### config.mk
export PLATFORM = sky130hd
export DESIGN_NAME = game_round_ctl
export DESIGN_NICKNAME = d
export VERILOG_FILES = /design/src/rtl/game_pkg.sv /design/src/rtl/game_turn_timer.sv /design/src/rtl/game_round_ctl.sv
export SDC_FILE = /design/constraint.sdc
export NUM_CORES = 1
export LEC_CHECK = 0
export ABC_AREA = 1
export CORE_AREA = 5 5 116 91
export CTS_CLUSTER_SIZE = 30
export DETAILED_ROUTE_END_ITERATION = 12
export DIE_AREA = 0 0 121 96
export GPL_TIMING_DRIVEN = 1
export PLACE_DENSITY = 0.48
export SETUP_SLACK_MARGIN = 0.4
export SYNTH_ARGS = -nofsm -noshare
export SYNTH_HDL_FRONTEND = slang
export SYNTH_HIERARCHICAL = 1
export SYNTH_SLANG_ARGS = --single-unit
### constraint.sdc
create_clock -name clk -period 3.4 [get_ports clk]
set_input_delay 0.51 -clock clk [delete_from_list [all_inputs] [get_ports clk]]
set_output_delay 0.51 -clock clk [all_outputs]
set_load 0.01 [all_outputs]
### src/rtl/game_pkg.sv
// Shared types and constants for the penalty shoot-out game.
package game_pkg;

  localparam int ROUNDS_DEFAULT = 5;
  localparam int SCORE_W        = 4;

  typedef enum logic [2:0] {
    START   = 3'd0,
    KEEPER  = 3'd1,
    SHOOTER = 3'd2,
    WINNER  = 3'd3,
    LOSER   = 3'd4
  } g_state;

  typedef enum logic [0:0] {
    SOLO  = 1'b0,
    MULTI = 1'b1
  } g_mode;

  function automatic logic [SCORE_W-1:0] sat_inc(input logic [SCORE_W-1:0] v);
    if (v == {SCORE_W{1'b1}}) begin
      sat_inc = v;
    end else begin
      sat_inc = v + {{(SCORE_W-1){1'b0}}, 1'b1};
    end
  endfunction

endpackage

### src/rtl/game_turn_timer.sv
// Per-turn timer: flags the last allowed cycle of a turn while enabled.
module game_turn_timer #(
  parameter int TURN_TICKS = 195_000_000
) (
  input  logic clk,
  input  logic rst,
  input  logic clear,
  input  logic enable,
  output logic expired
);

  localparam int CNT_W = (TURN_TICKS > 1) ? $clog2(TURN_TICKS) : 1;
  localparam logic [CNT_W-1:0] LAST = CNT_W'(TURN_TICKS - 1);

  logic [CNT_W-1:0] cnt_q;
  logic [CNT_W-1:0] cnt_d;

  // Next count: held at zero outside a turn and on every state change.
  always_comb begin
    cnt_d = cnt_q;
    if (clear || !enable) begin
      cnt_d = {CNT_W{1'b0}};
    end else if (cnt_q == LAST) begin
      cnt_d = {CNT_W{1'b0}};
    end else begin
      cnt_d = cnt_q + {{(CNT_W-1){1'b0}}, 1'b1};
    end
  end

  // Counter register.
  always_ff @(posedge clk) begin
    if (rst) begin
      cnt_q <= {CNT_W{1'b0}};
    end else begin
      cnt_q <= cnt_d;
    end
  end

  assign expired = enable && (cnt_q == LAST);

endmodule

### src/rtl/game_round_ctl.sv
// Penalty shoot-out round sequencer: owns game state, mode, scores and round.
// Optional EARLY_DECIDE_EN ends regulation once a lead can no longer be caught.
module game_round_ctl
  import game_pkg::*;
#(
  parameter int ROUNDS     = ROUNDS_DEFAULT,
  parameter int TURN_TICKS = 195_000_000
) (
  input  logic               clk,
  input  logic               rst,
  input  logic               btn_start,
  input  g_mode              mode_sel,
  input  logic               shot_valid,
  input  logic               shot_goal,
  output g_state             game_state,
  output g_mode              game_mode,
  output logic [SCORE_W-1:0] score_player,
  output logic [SCORE_W-1:0] score_cpu,
  output logic [3:0]         round_idx,
  output logic               turn_start
);

  g_state             state_q, state_d;
  g_mode              mode_q, mode_d;
  logic [SCORE_W-1:0] sp_q, sp_d, sc_q, sc_d;
  logic [SCORE_W-1:0] sp_new_s, sc_new_s;
  logic [3:0]         round_q, round_d;
  logic               turn_start_q, turn_start_d;
  logic               round_adv_s;
  logic               in_turn_s, expired_s, resolve_s, goal_s, last_round_s;

  assign in_turn_s    = (state_q == SHOOTER) || (state_q == KEEPER);
  assign resolve_s    = in_turn_s && (shot_valid || expired_s);
  assign goal_s       = shot_valid && shot_goal;
  assign last_round_s = ({1'b0, round_q} + 5'd1) >= 5'(ROUNDS);

`ifdef EARLY_DECIDE_EN
  logic       regulation_s;
  logic [4:0] rem_after_s, rem_cur_s, p_rem_s, c_rem_s;
  assign regulation_s = {1'b0, round_q} < 5'(ROUNDS);
  assign rem_cur_s    = 5'(ROUNDS) - {1'b0, round_q};
  assign rem_after_s  = rem_cur_s - 5'd1;
  assign p_rem_s      = rem_after_s;
  assign c_rem_s      = (state_q == SHOOTER) ? rem_cur_s : rem_after_s;
`endif

  game_turn_timer #(.TURN_TICKS(TURN_TICKS)) u_timer (
    .clk     (clk),
    .rst     (rst),
    .clear   (state_d != state_q),
    .enable  (in_turn_s),
    .expired (expired_s)
  );

  // Next state plus the scores after the resolving shot.
  always_comb begin
    state_d     = state_q;
    sp_new_s    = sp_q;
    sc_new_s    = sc_q;
    round_adv_s = 1'b0;
    case (state_q)
      START: begin
        if (btn_start) state_d = SHOOTER;
        else           state_d = START;
      end
      SHOOTER: begin
        if (resolve_s) begin
          if (goal_s) sp_new_s = sat_inc(sp_q);
          else        sp_new_s = sp_q;
          state_d = KEEPER;
        end else begin
          state_d = SHOOTER;
        end
      end
      KEEPER: begin
        if (resolve_s) begin
          if (goal_s) sc_new_s = sat_inc(sc_q);
          else        sc_new_s = sc_q;
          if (!last_round_s || (sp_new_s == sc_new_s)) begin
            state_d     = SHOOTER;
            round_adv_s = 1'b1;
          end else if (sp_new_s > sc_new_s) begin
            state_d = WINNER;
          end else begin
            state_d = LOSER;
          end
        end else begin
          state_d = KEEPER;
        end
      end
      WINNER, LOSER: begin
        if (btn_start) state_d = START;
        else           state_d = state_q;
      end
      default: state_d = START;
    endcase
`ifdef EARLY_DECIDE_EN
    // A lead larger than the trailing side's remaining kicks is decisive.
    if (resolve_s && regulation_s) begin
      if ((sp_new_s > sc_new_s) && ({1'b0, sp_new_s - sc_new_s} > c_rem_s)) begin
        state_d     = WINNER;
        round_adv_s = 1'b0;
      end else if ((sc_new_s > sp_new_s) && ({1'b0, sc_new_s - sp_new_s} > p_rem_s)) begin
        state_d     = LOSER;
        round_adv_s = 1'b0;
      end else begin
        state_d = state_d;
      end
    end else begin
      state_d = state_d;
    end
`endif
  end

  // Next values of the registered outputs.
  always_comb begin
    mode_d       = mode_q;
    sp_d         = sp_new_s;
    sc_d         = sc_new_s;
    round_d      = round_q;
    turn_start_d = (state_d != state_q) && ((state_d == SHOOTER) || (state_d == KEEPER));
    if ((state_q == START) && btn_start) begin
      mode_d  = mode_sel;
      sp_d    = {SCORE_W{1'b0}};
      sc_d    = {SCORE_W{1'b0}};
      round_d = 4'd0;
    end else if (round_adv_s) begin
      round_d = sat_inc(round_q);
    end else begin
      round_d = round_q;
    end
  end

  // State and output registers.
  always_ff @(posedge clk) begin
    if (rst) begin
      state_q      <= START;
      mode_q       <= SOLO;
      sp_q         <= {SCORE_W{1'b0}};
      sc_q         <= {SCORE_W{1'b0}};
      round_q      <= 4'd0;
      turn_start_q <= 1'b0;
    end else begin
      state_q      <= state_d;
      mode_q       <= mode_d;
      sp_q         <= sp_d;
      sc_q         <= sc_d;
      round_q      <= round_d;
      turn_start_q <= turn_start_d;
    end
  end

  assign game_state   = state_q;
  assign game_mode    = mode_q;
  assign score_player = sp_q;
  assign score_cpu    = sc_q;
  assign round_idx    = round_q;
  assign turn_start   = turn_start_q;

endmodule

Word-level counts from Yosys, hierarchy flattened

Cells that the tools add are included.

Flip-flop bits (word level): 45
Input port bits: 6
Output and inout port bits: 17
Logic and storage cells: 61

Add/subtract/negate cells: 5
Magnitude comparators: 2
Equal/unequal tests: 12
Multiplexer cells: 14
Bitwise gates (word level): 2
Reduce and logical (&&, ||, !) cells: 19

Operators with widths:

| kind                    | count |
|---|---|
| $add A28 B1 Y28 const B | 1 |
| $eq A28 B28 Y1 const B  | 1 |
| $mux W4                 | 4 |
| $add A4 B1 Y4 const B   | 3 |
| $eq A4 B4 Y1 const B    | 3 |
| $mux W3                 | 4 |
| $pmux W3 S4             | 1 |
| $eq A3 B2 Y1 const B    | 3 |
| $eq A3 B1 Y1 const B    | 2 |
| $add A4 B1 Y5 const B   | 1 |
| $ge A5 B3 Y1 const B    | 1 |
| $logic_and A1 B1 Y1     | 5 |
| $logic_or A1 B1 Y1      | 5 |
| $eq A4 B4 Y1            | 1 |
| $gt A4 B4 Y1            | 1 |
| $mux W2                 | 2 |
| $reduce_and A2 Y1       | 2 |
| $reduce_and A4 Y1       | 1 |
| $reduce_or A2 Y1        | 2 |
| $eq A3 B3 Y1 const B    | 1 |
| $logic_not A3 Y1        | 1 |
| $mux W1                 | 3 |
| $ne A3 B3 Y1            | 1 |
| $reduce_or A3 Y1        | 1 |
| 2 further kinds         | 4 |

Logic depth before layout (Yosys ltp)

Depth in word-level cells: 15
Mapped depth: 19
Mapped depth without buffers: 18

Cells and area by module

The synthesis kept the hierarchy.

By module, submodules not included:

| module          | instances | cells an instance | area an instance (µm²) | seq. area each (µm²) |
|---|---|---|---|---|
| game_turn_timer | 1         | 243               | 1594.0                 | 560.5 |
| game_round_ctl  | 1         | 162               | 1108.6                 | 340.3 |

Least setup slack after synthesis

No wires, ideal clock.

Path kind: reg-to-reg
Start point: reg sc_q[0], in the netlist score_cpu[0]
End point: reg u_timer.cnt_q[12]
Setup time: 0.064 ns
Data arrival time: 2.895 ns
Data required time: 3.336 ns
Setup slack: 0.442 ns
Cell stages (with the launch flop): 20
Buffers on the path: 1
Clock period less this slack: 2.958 ns
Path through: dfxtp_1 -> ha_1 -> nand2_1 -> o21ai_0 -> mux2i_1 -> ha_1 -> inv_1 -> o21bai_1 -> nand2_1 -> nand2_1 -> inv_1 -> nand3_2 -> nand2_2 -> nand2_2 -> nand2_1 -> nand3_2 -> nor3_1 -> nand2_4 -> buf_6 -> nor2_1

Longest elaborated chain between the ends: 13
Elaborated cells on any way between the ends: 16
Classes of those cells: add/sub: 1; order compare: 1; eq/ne: 3; mux: 8; reduce/logical: 3

Ends and longest elaborated chain:

| item                                          | line                                       | RTL |
|---|---|---|
| start, declared                               | game_round_ctl.sv:25                       | `logic [SCORE_W-1:0] sp_q, sp_d, sc_q, sc_d;` |
| start signal, assigned                        | game_round_ctl.sv:140                      | `sc_q <= {SCORE_W{1'b0}};` |
| $add A4 B1 Y4 or $eq A4 B4 Y1 (tied branches) | game_pkg.sv:24, game_pkg.sv:21             |  |
| $mux W4                                       | game_pkg.sv:21                             | `if (v == {SCORE_W{1'b1}}) begin` |
| $mux W4 (*)                                   | game_round_ctl.sv:77                       | `if (goal_s) sc_new_s = sat_inc(sc_q);` |
| $mux W4 (*)                                   | game_round_ctl.sv:76                       | `if (resolve_s) begin` |
| $mux W4 (*)                                   | game_round_ctl.sv:61                       | `case (state_q)` |
| $gt A4 B4 Y1 or $eq A4 B4 Y1 (tied branches)  | game_round_ctl.sv:82, game_round_ctl.sv:79 |  |
| $mux W3 or $logic_or A1 B1 Y1 (tied branches) | game_round_ctl.sv:82, game_round_ctl.sv:79 |  |
| $mux W3 (*)                                   | game_round_ctl.sv:79                       | `if (!last_round_s \|\| (sp_new_s == sc_new_s)) begin` |
| $mux W3 (*)                                   | game_round_ctl.sv:76                       |  |
| $pmux W3 S4 (*)                               | game_round_ctl.sv:61                       |  |
| $ne A3 B3 Y1 (*)                              | game_round_ctl.sv:50                       | `.clear (state_d != state_q),` |
| $logic_or A1 B1 Y1 (*)                        | game_turn_timer.sv:21                      | `if (clear \|\| !enable) begin` |
| $reduce_or A3 Y1 (no source line) (*)         | -                                          |  |
| end signal, assigned                          | game_turn_timer.sv:33                      | `cnt_q <= {CNT_W{1'b0}};` |
| end signal, assigned                          | game_turn_timer.sv:35                      | `cnt_q <= cnt_d;` |
| end, declared                                 | game_turn_timer.sv:15                      | `logic [CNT_W-1:0] cnt_q;` |

Mark *: on every way between the ends. The rest lies on a longest branch, timed or not. The select of a mux whose other input is x is not followed.
A chain may end at the register's enable or synchronous reset.

Final worst setup path

Start point: reg sc_q[0], in the netlist score_cpu[0]
End point: reg u_timer.cnt_q[10]

Same word-level chain as after synthesis.

==> implementation parameters <==
Parameter                              Value

Status
  Run status    finished, final reports clean

Place
  Cell Area, Placed    3060 sq um
  Worst slack at placement    0.0204 ns
  RD Place Congestion    0.816
  Placed wire-length estimate    4960 microns
  Number of cells after detailed placement    556
  Number of buffers added on ports    22

Final layout
  Filler Cell Count    995
  Share of post-route cells with drive strength above 1    0.170
  Area grow syn2layout    25.3%
  Sequential cell area    908 sq um
  Final core utilization    0.362
  N_diodes    0
  Number of nets in the final layout    456
  Area of the multi-input gates    1670 sq um
  Post-route insts no fill    573
  Cell area after layout    3390 sq um

Worst setup path
  Critical path's top delay family    simple AND/OR/NAND/NOR gates
  Type of element launching the critical path    flop
  Capturing point of the worst reg2reg path    u_timer/cnt_q[10]
  Setup slack of the worst register-to-register path    0.62 ns
  Critical path startpoint    score_cpu[0]
  Chain of cells forming the critical path    ha_2 > nand2_1 > o21ai_2 > mux2i_2 > ha_1 > buf_4 > nand3_1 > nand3_2 > nand2_2 > nand2_2 > nand2_1 > nand3_2 > nor3_2 > buf_6 > nand2_8 > a21oi_2
  Worst path max stage delay    0.37 ns
  Maximum fanout along the worst path    7
  Worst setup path category    reg -> reg
  Buffers & Inverters on Critical Path    2
  RR Startpoint    score_cpu[0]
  Worst setup path endpoint    u_timer/cnt_q[10]
  Crit. End Element    flop
  Arrival time of the worst setup path    3.01 ns
  Path length in cells of the critical path    16
  Count of cells along the worst register-to-register path    16
  Slowest cell on the critical path    dfxtp_4
  CP Data Required Time    3.62 ns

Synth
  Count of distinct cell types in the synthesized netlist    29
  Top cell type's share of synthesized area    0.333
  Biggest area consumer among synthesized cells    dfxtp_1
  Mean post-synth cell area    6.67 sq um
  Cell types occupying the most area after synthesis    dfxtp_1 (33%), nand2_1 (13%), nor2_1 (9.6%), inv_1 (6.9%), nand3_1 (4.4%)
  Share of synthesized flip-flops with an asynchronous set or reset    0
  Post-synthesis instance total    405
  Syn_nets    420
  Most frequent cell after synthesis    nand2_1
  Seq/Total Area, Yosys    0.333
  Post-synth top flop    dfxtp_1
  Ys Warns    6
  Post-synthesis instance area    2700 sq um
  Number of enable flip-flop cells after synthesis    0
  Flip-flop and latch count after synthesis    45
  Synth cell count leaders    nand2_1 (96), nor2_1 (69), inv_1 (50)

Detailed routing
  Avg Vias per Cell    4.45
  Post-detailed-routing wire length    6750 microns
  Average detailed-routed wire length per instance    11.8 microns
  Detailed Route Iter0 Violations    196
  Total DRC errors in the routed layout    0
  Antenna violation net count after detailed routing    0
  Drt pass-1 iters    4
  Detailed-route via count    2549

Hold path
  Worst min-delay path startpoint    u_timer/cnt_q[0]
  Worst hold path class    reg -> reg

Floorplanning
  Placement Rows    31
  Die Wd    121 microns
  Total Die Area    11600 sq um
  Total I/O pin count    23
  Die height    96 microns
  Starting utilization of the core area    0.289
  Placeable core region    9350 sq um

STA
  Max-slew violations    0
  Layout Skew    0.00711 ns
  Setup TNS    0 ns
  Minimum clock period after layout    2.78 ns
  Number of hold violations in the final report    0
  Worst rel slew slack    0.466
  RSZ-0062 raised after global routing    no
  F_max    359 MHz
  Final setup violation count    0
  Worst Max-Slew Pin Slew    0.798 ns
  Final hold slack    0.441 ns
  Final clock period utilization by the worst path    0.819
  Setup slack of the critical path after layout    0.615 ns

Power
  VDD IR-drop max    0.000203 V
  Static power due to leakage    1.22 nW
  Tot Pwr    1.16 mW
  Pwr Density    343 nW/um^2

Global routing
  Antenna violations before repair    0
  Total GRT Usage    0.118
  Grt ovf    0
  Vias in the first global route    2279
  Pin count of the biggest net entering global routing    26
  Wire length of the first global-routing pass    11000 microns

Clock network
  Number of H-tree levels    2
  Clock transition at path regs    0.06 ns
  TritonCTS buffer count    5
  Root buffer cell    clkbuf_16
  Clk buf depth    2
  Clock tree from TritonCTS    yes
  Total number of clock tree sinks    45
  Clock latency of the later-clocked register in the worst-skew pair    0.29 ns

Run
  Max-cap violations    0
-- cell families (layout without fill, tap and decap cells) --
kind of cell / after synthesis / count (layout) / synth area share
AND/OR/NAND/NOR: 236 / 239 / 0.406
buffers and inverters: 61 / 94 / 0.0935
flip-flops: 45 / 45 / 0.333
AO/OA/AOI/OAI: 39 / 39 / 0.0764
XOR/XNOR: 14 / 14 / 0.0454
adder cells (fa/ha/maj): 9 / 9 / 0.0417
multiplexers: 1 / 1 / 0.00370
-- layout by cell type (no fill, tap or decap), types with 2 or more instances in the layout --
| master | instances |
|---|---|
| a21oi_1 | 18 |
| a21oi_2 | 4 |
| buf_4 | 7 |
| clkbuf_16 | 5 |
| clkdlybuf4s50_1 | 20 |
| dfxtp_1 | 43 |
| dfxtp_4 | 2 |
| dlymetal6s2s_1 | 2 |
| ha_1 | 8 |
| inv_1 | 49 |
| inv_2 | 8 |
| nand2_1 | 94 |
| nand2_2 | 9 |
| nand2_8 | 4 |
| nand3_1 | 24 |
| nand3_2 | 6 |
| nand4_1 | 6 |
| nor2_1 | 65 |
| nor2_2 | 14 |
| nor2_4 | 7 |
| nor3_1 | 4 |
| nor3_2 | 3 |
| o21ai_0 | 10 |
| o21ai_1 | 2 |
| xnor2_1 | 6 |
| xor2_1 | 8 |
-- layer usage --
| layer | up-vias | GRT usage | part of all wire |
|---|---|---|---|
| met3 | 5 | 0.0323 | 0.057 |
| met2 | 55 | 0.165 | 0.39 |
| met4 | 0 | 0.0283 | 0.0084 |
| met1 | 1141 | 0.178 | 0.55 |
| met5 | - | 0 | 0 |
| li1 | 1348 | - | - |
-- area by class of cell --
class,instances,share of cell area
Clock buffer,7,0.0421
Inverter,57,0.0632
Multi-Input combinational cell,302,0.492
Sequential cell,45,0.268
Tap cell,132,0.0488
Timing Repair Buffer,30,0.0853
-- flip-flops by register name (all words and copies together), names as in the netlist --
register	count
game_mode	1
game_state	3
round_idx	4
score_cpu	4
score_player	4
turn_start	1
u_timer/cnt_q	28
-- timing repair --
item	in CTS	in global routing
buffers inserted	4	3
cloned	0	3
endpoints found under the setup margin	25	28
pin swaps	0	5
hold buffers	0	0
gates resized for setup	2	26
-- worst min-delay path by stage --
stage	endpoint	depth (start not counted)
final	u_timer/cnt_q[0]	1
after global routing	u_timer/cnt_q[0]	1
after CTS	u_timer/cnt_q[0]	1
after detailed placement	u_timer/cnt_q[0]	1
after global placement	u_timer/cnt_q[0]	1
after floorplan	u_timer/cnt_q[0]	1
-- worst reg2reg max path, cell delays in order, from the launching register on --
cell     delay [ns]
dfxtp_4        0.37
ha_2           0.18
nand2_1        0.10
o21ai_2        0.22
mux2i_2        0.29
ha_1           0.28
buf_4          0.14
nand3_1        0.15
nand3_2        0.10
nand2_2        0.08
nand2_2        0.07
nand2_1        0.07
nand3_2        0.08
nor3_2         0.13
buf_6          0.23
nand2_8        0.12
a21oi_2        0.13
-- where the power goes --
group | leakage [nW] | switching [mW] | internal, mW
combinational | 0.784 | 0.0805 | 0.0511
sequential | 0.365 | 0.00937 | 0.534
clock | 0.0700 | 0.199 | 0.289
(Power assumes the default switching activity.)
